[src/rtl/sim_run_ctrl_if.sv]
// Handshake bundle between the bench-side run controller user and sim_run_ctrl:
// run stimulus taps from the core plus the controller's status/report outputs.
interface sim_run_ctrl_if #(
   parameter int PC_W    = 32,
   parameter int INSTR_W = 32,
   parameter int CNT_W   = 32
);
   logic               restart;
   logic [PC_W-1:0]    pc;
   logic [INSTR_W-1:0] instr;
   logic               instr_valid;
   logic               core_rst;
   logic               running;
   logic               done;
   logic               timeout;
   logic [CNT_W-1:0]   cycle_count;
   logic [CNT_W-1:0]   instr_count;
   logic [PC_W-1:0]    halt_pc;

   modport master (
      output restart, pc, instr, instr_valid,
      input  core_rst, running, done, timeout, cycle_count, instr_count, halt_pc
   );

   modport slave (
      input  restart, pc, instr, instr_valid,
      output core_rst, running, done, timeout, cycle_count, instr_count, halt_pc
   );
endinterface

[src/rtl/sim_run_ctrl.sv]
// Run controller for MIPS core simulation: stretched core reset, halt/stall
// completion detection, cycle budget with timeout, and run statistics.
module sim_run_ctrl #(
   parameter int                 PC_W         = 32,
   parameter int                 INSTR_W      = 32,
   parameter int                 CNT_W        = 32,
   parameter int                 RESET_CYCLES = 2,
   parameter int                 MAX_CYCLES   = 50,
   parameter logic [INSTR_W-1:0] HALT_INSTR   = 'h0000000C,
   parameter int                 STALL_LIMIT  = 8
) (
   input logic         clk,
   input logic         rst,
   sim_run_ctrl_if.slave bus
);

   typedef enum logic [1:0] {HOLD, RUN, HALTED, TIMEOUT} state_t;

   localparam int HOLD_W = (RESET_CYCLES > 1) ? $clog2(RESET_CYCLES) : 1;
   localparam logic [HOLD_W-1:0] HOLD_LAST   = HOLD_W'(RESET_CYCLES - 1);
   localparam logic [CNT_W-1:0]  BUDGET_LAST = CNT_W'(MAX_CYCLES - 1);
   localparam logic [CNT_W-1:0]  STALL_LAST  = CNT_W'((STALL_LIMIT == 0) ? 0 : STALL_LIMIT - 1);

   state_t             state;
   state_t             state_next;
   logic [HOLD_W-1:0]  hold_cnt;
   logic [CNT_W-1:0]   cycle_cnt;
   logic [CNT_W-1:0]   instr_cnt;
   logic [CNT_W-1:0]   stall_cnt;
   logic [PC_W-1:0]    prev_pc;
   logic               prev_valid;
   logic [PC_W-1:0]    halt_pc_q;
   logic               done_q;
   logic               timeout_q;
   logic               pc_repeat;
   logic               halt_hit;
   logic               budget_hit;

   always_ff @(posedge clk or posedge rst) begin
      if (rst) begin
         state <= HOLD;
      end else begin
         state <= state_next;
      end
   end

   // Halt beats the budget on the same edge, so a halt on the last budgeted
   // cycle still reports done rather than timeout.
   always_comb begin
      state_next = state;
      pc_repeat  = prev_valid && (bus.pc == prev_pc);
      halt_hit   = (bus.instr_valid && (bus.instr == HALT_INSTR)) ||
                   ((STALL_LIMIT != 0) && pc_repeat && (stall_cnt == STALL_LAST));
      budget_hit = (cycle_cnt == BUDGET_LAST);
      case (state)
         HOLD:    if (hold_cnt == HOLD_LAST) state_next = RUN;
         RUN: begin
            if (halt_hit)        state_next = HALTED;
            else if (budget_hit) state_next = TIMEOUT;
         end
         HALTED,
         TIMEOUT: if (bus.restart) state_next = HOLD;
         default: state_next = HOLD;
      endcase
   end

   always_ff @(posedge clk or posedge rst) begin
      if (rst) begin
         hold_cnt   <= '0;
         cycle_cnt  <= '0;
         instr_cnt  <= '0;
         stall_cnt  <= '0;
         prev_pc    <= '0;
         prev_valid <= 1'b0;
         halt_pc_q  <= '0;
         done_q     <= 1'b0;
         timeout_q  <= 1'b0;
      end else begin
         case (state)
            HOLD: begin
               hold_cnt <= (hold_cnt == HOLD_LAST) ? '0 : hold_cnt + 1'b1;
            end
            RUN: begin
               cycle_cnt  <= cycle_cnt + 1'b1;
               if (bus.instr_valid) instr_cnt <= instr_cnt + 1'b1;
               prev_pc    <= bus.pc;
               prev_valid <= 1'b1;
               stall_cnt  <= pc_repeat ? stall_cnt + 1'b1 : '0;
               if (halt_hit) begin
                  done_q    <= 1'b1;
                  halt_pc_q <= bus.pc;
               end else if (budget_hit) begin
                  timeout_q <= 1'b1;
                  halt_pc_q <= bus.pc;
               end
            end
            HALTED,
            TIMEOUT: begin
               // Re-arm: the next run must start as clean as after rst.
               if (bus.restart) begin
                  hold_cnt   <= '0;
                  cycle_cnt  <= '0;
                  instr_cnt  <= '0;
                  stall_cnt  <= '0;
                  prev_pc    <= '0;
                  prev_valid <= 1'b0;
                  halt_pc_q  <= '0;
                  done_q     <= 1'b0;
                  timeout_q  <= 1'b0;
               end
            end
            default: ;
         endcase
      end
   end

   assign bus.core_rst    = (state == HOLD);
   assign bus.running     = (state == RUN);
   assign bus.done        = done_q;
   assign bus.timeout     = timeout_q;
   assign bus.cycle_count = cycle_cnt;
   assign bus.instr_count = instr_cnt;
   assign bus.halt_pc     = halt_pc_q;

endmodule
[src/flat_wrapper.sv]
// flat-port wrapper written by rule: the top's interface ports become plain ports
module sim_run_ctrl_flat 
#(
   parameter int                 PC_W         = 32,
   parameter int                 INSTR_W      = 32,
   parameter int                 CNT_W        = 32,
   parameter int                 RESET_CYCLES = 2,
   parameter int                 MAX_CYCLES   = 50,
   parameter logic [INSTR_W-1:0] HALT_INSTR   = 'h0000000C,
   parameter int                 STALL_LIMIT  = 8
)
  (clk, rst, bus_restart, bus_pc, bus_instr, bus_instr_valid, bus_core_rst, bus_running, bus_done, bus_timeout, bus_cycle_count, bus_instr_count, bus_halt_pc);
  sim_run_ctrl_if #(.PC_W(PC_W), .INSTR_W(INSTR_W), .CNT_W(CNT_W)) bus_i ();
  input logic clk;
  input logic rst;
  input wire logic [$bits(bus_i.restart)-1:0] bus_restart;
  input wire logic [$bits(bus_i.pc)-1:0] bus_pc;
  input wire logic [$bits(bus_i.instr)-1:0] bus_instr;
  input wire logic [$bits(bus_i.instr_valid)-1:0] bus_instr_valid;
  output wire logic [$bits(bus_i.core_rst)-1:0] bus_core_rst;
  output wire logic [$bits(bus_i.running)-1:0] bus_running;
  output wire logic [$bits(bus_i.done)-1:0] bus_done;
  output wire logic [$bits(bus_i.timeout)-1:0] bus_timeout;
  output wire logic [$bits(bus_i.cycle_count)-1:0] bus_cycle_count;
  output wire logic [$bits(bus_i.instr_count)-1:0] bus_instr_count;
  output wire logic [$bits(bus_i.halt_pc)-1:0] bus_halt_pc;
  assign bus_i.restart = bus_restart;
  assign bus_i.pc = bus_pc;
  assign bus_i.instr = bus_instr;
  assign bus_i.instr_valid = bus_instr_valid;
  assign bus_core_rst = bus_i.core_rst;
  assign bus_running = bus_i.running;
  assign bus_done = bus_i.done;
  assign bus_timeout = bus_i.timeout;
  assign bus_cycle_count = bus_i.cycle_count;
  assign bus_instr_count = bus_i.instr_count;
  assign bus_halt_pc = bus_i.halt_pc;
  sim_run_ctrl #(.PC_W(PC_W), .INSTR_W(INSTR_W), .CNT_W(CNT_W), .RESET_CYCLES(RESET_CYCLES), .MAX_CYCLES(MAX_CYCLES), .HALT_INSTR(HALT_INSTR), .STALL_LIMIT(STALL_LIMIT)) u_core (.clk(clk), .rst(rst), .bus(bus_i));
endmodule
[config.mk]
export PLATFORM = sky130hd
export DESIGN_NAME = sim_run_ctrl_flat
export DESIGN_NICKNAME = d
export VERILOG_FILES = /design/src/rtl/sim_run_ctrl_if.sv /design/src/rtl/sim_run_ctrl.sv /design/src/flat_wrapper.sv
export SDC_FILE = /design/constraint.sdc
export NUM_CORES = 1
export LEC_CHECK = 0
export ABC_AREA = 1
export ABC_CLOCK_PERIOD_IN_PS = 6270
export CORE_MARGIN = 5
export CORE_UTILIZATION = 54
export CTS_BUF_LIST = sky130_fd_sc_hd__clkbuf_4 sky130_fd_sc_hd__clkbuf_8 sky130_fd_sc_hd__clkbuf_16
export DETAILED_ROUTE_END_ITERATION = 8
export GPL_ROUTABILITY_DRIVEN = 0
export MAX_ROUTING_LAYER = met4
export PLACE_DENSITY = 0.77
export SKIP_CTS_REPAIR_TIMING = 1
export SYNTH_ARGS = -nofsm -noshare
export SYNTH_HDL_FRONTEND = slang
export SYNTH_SLANG_ARGS = --single-unit
[constraint.sdc]
create_clock -name clk -period 6.27 [get_ports clk]
set_input_delay 1.254 -clock clk [delete_from_list [all_inputs] [get_ports clk]]
set_output_delay 1.254 -clock clk [all_outputs]
set_load 0.05 [all_outputs]
==> results_dict.tcl <==
set metrics [dict create \
    start_kind "flop" \
    dp.cells 1754 \
    synthesis.nets 1464 \
    clk_pin_slew_ns 0.06 \
    cts_buffers 17 \
    cts_tree "done" \
    grt_pass1_wl_mm 44.6 \
    syn_area_per_cell_sq_um 7.03 \
    drc 0 \
    dpl.hpwl_mm 20.0 \
    crit_required_ns 5.02 \
    most-common-layout-cells "nand2_1 (413), inv_1 (172), clkdlybuf4s50_1 (167), dfrtp_1 (166), nor2_1 (156)" \
    core_area_sq_um 17900 \
    grt_antenna_before_repair 1 \
    synthFlopType "dfrtp_1" \
    worst_pin_slew_ns 0.985 \
    finClkSkew_ns 0.00770 \
    setup_slack_ns 2.56 \
    max_slew_margin_pct 34.3 \
    overflow 0 \
    path_buf_inv 2 \
    cp.arrival_ns 2.46 \
    fin_nets 1616 \
    vias_per_cell 5.49 \
    synthCells 1392 \
    max_freq_mhz 270 \
    outcome "completed" \
    hp-class "flop to flop" \
    finalHoldViolations 0 \
    setup_viol 0 \
    async_reset_ff_share_pct 100 \
    path_class "flop to output port" \
    grt_util_all_layers_pct 27.2 \
    yosysSeqAreaShare_pct 42.4 \
    drt.antenna.violating_nets 0 \
    ys_warn_count 0 \
    path_cells "buf_4 -> nor2_1 -> clkdlybuf4s50_1" \
    fin_tns_setup_ns 0 \
    r2r_slack_ns 3.13 \
    dieWidth_microns 145 \
    crit_slowest_cell "clkdlybuf4s50_1" \
    cts_sinks 166 \
    cts_max_level 4 \
    rows 49 \
    final_util_pct 68.6 \
    totalWireLength_mm 27.4 \
    dieArea_sq_um 20900 \
    regToRegStartpoint "u_core.state[1]" \
    firstDrtPassIters 6 \
    drv_cap 0 \
    clk_path_buf_depth 2 \
    grt_pass1_vias 9295 \
    avgRoutedWirePerCell_microns 15.3 \
    slowest_delay_ns 0.89 \
    cellPowerDensity_nw_per_um2 349 \
    vdd_drop_max_uv 267 \
    fin_crit_ns 3.71 \
    grt_max_degree 109 \
    min_period_over_period_pct 59.2 \
    ys_ff_latch 166 \
    via_count 9808 \
    io_buffers 167 \
    crit_family "buffers and inverters" \
    reg2reg_depth 8 \
    fin_cells 1786 \
    drive_gt1_share_pct 6.36 \
    start_util_pct 54.7 \
    layout_commonest_cell "nand2_1" \
    drt_iter0_markers 862 \
    synth_cell_type_count 52 \
    synth_edf_count 0 \
    rsz0062_at_grt "false" \
    clk_latency_ns 0.43 \
    min_to "u_core.bus.timeout" \
    root_buffer "clkbuf_16" \
    crit_fanout 35 \
    dp_slack_ns 2.30 \
    boundaryPins 168 \
    rr_endpoint "u_core.prev_pc[12]" \
    die_h_microns 145 \
    power_leakage_nw 5.75 \
    whs_path_depth 2 \
    areaGrowthSynthToFinish_pct 25.4 \
    slew_violations 0 \
    cp-end-kind "output port" \
    synth_area_sq_um 9790 \
    hp-start "u_core.bus.timeout" \
]
## state kept, by name, indices dropped and copies added (netlist names)
name / count
u_core.bus.done: 1
u_core.hold_cnt: 1
u_core.bus.timeout: 1
u_core.state: 2
u_core.bus.instr_count: 32
u_core.prev_pc: 32
u_core.bus.cycle_count: 32
u_core.stall_cnt: 32
u_core.bus.halt_pc: 32
u_core.prev_valid: 1
## layout make-up
class / instances / area [sq um]
tap: 229 / 287
clock buffer: 19 / 453
inverter: 186 / 704
sequential: 166 / 4150
fill: 1534 / 5620
timing repair buffer: 174 / 1720
antenna: 1 / 2.50
multi-input combinational: 999 / 4730
clock inverter: 12 / 225
## how the worst max path moves through the flow
stage                    start  cells past startpoint                         to  slack [ns]
3_3_place_gp       bus_restart                      8         u_core.prev_pc[11]        2.38
3_5_place_dp       bus_restart                      8         u_core.prev_pc[12]        2.30
4_1_cts        u_core.state[1]                      3               bus_core_rst        2.56
6_report       u_core.state[1]                      3               bus_core_rst        2.56
5_1_grt        u_core.state[1]                      3               bus_core_rst        2.48
2_1_floorplan              rst                      1  u_core.bus.cycle_count[0]        0.53
## kinds of logic after synthesis
kind of cell	count (synthesis)	synth area share [%]
xor+xnor	18	1.61
simple gates	799	35.9
compound gates	178	10.2
flops	166	42.4
fa+ha+maj	4	0.511
buf+inv	227	9.29
## worst register-to-register path, cell delays in order, from the launching register on
cell,delay (ns)
dfrtp_1,0.55
buf_4,0.36
nor2_4,0.20
buf_4,0.41
nor2_2,0.05
buf_4,0.26
inv_2,0.53
buf_4,0.48
o21ai_0,0.17
## routing by layer
metal | up-vias | GRT usage (%) | routed length, microns
li1 | 4784 | - | -
met1 | 4590 | 36.8 | 11900
met2 | 375 | 42.8 | 12900
met3 | 59 | 4.04 | 1930
met4 | 0 | 8.05 | 653
met5 | - | - | 0
## Yosys cell counts (11+ instances only)
library cell	instances	area, sq um
nand2_1	413	1550
inv_1	173	649
dfrtp_1	166	4150
nor2_1	157	589
nand3_1	85	425
o21ai_0	64	320
nor3_1	40	200
nand4_1	36	225
a21oi_1	32	160
o21ai_1	31	155
clkbuf_1	21	78.8
o22ai_1	16	100
nand2_2	15	93.8
nor4_1	13	81.3
buf_2	12	60.1
xor2_1	12	105
inv_2	11	41.3
## metrics by stage
step	hold WS, ns	cell area [sq um]	total power, mW
floorplan	0.463	9790	2.54
global placement	0.459	11600	3.04
detailed placement	0.473	11600	3.07
CTS	0.490	12300	4.29
global route	0.515	12300	4.51
finish	0.485	12300	4.28
## where the power goes
group          internal (mW)  switching [mW]
Combinational          0.499            1.08
Clock                  0.767           0.451
Sequential              1.29           0.199
Total                   2.55            1.73
Power figures use the tool's default switching activity.
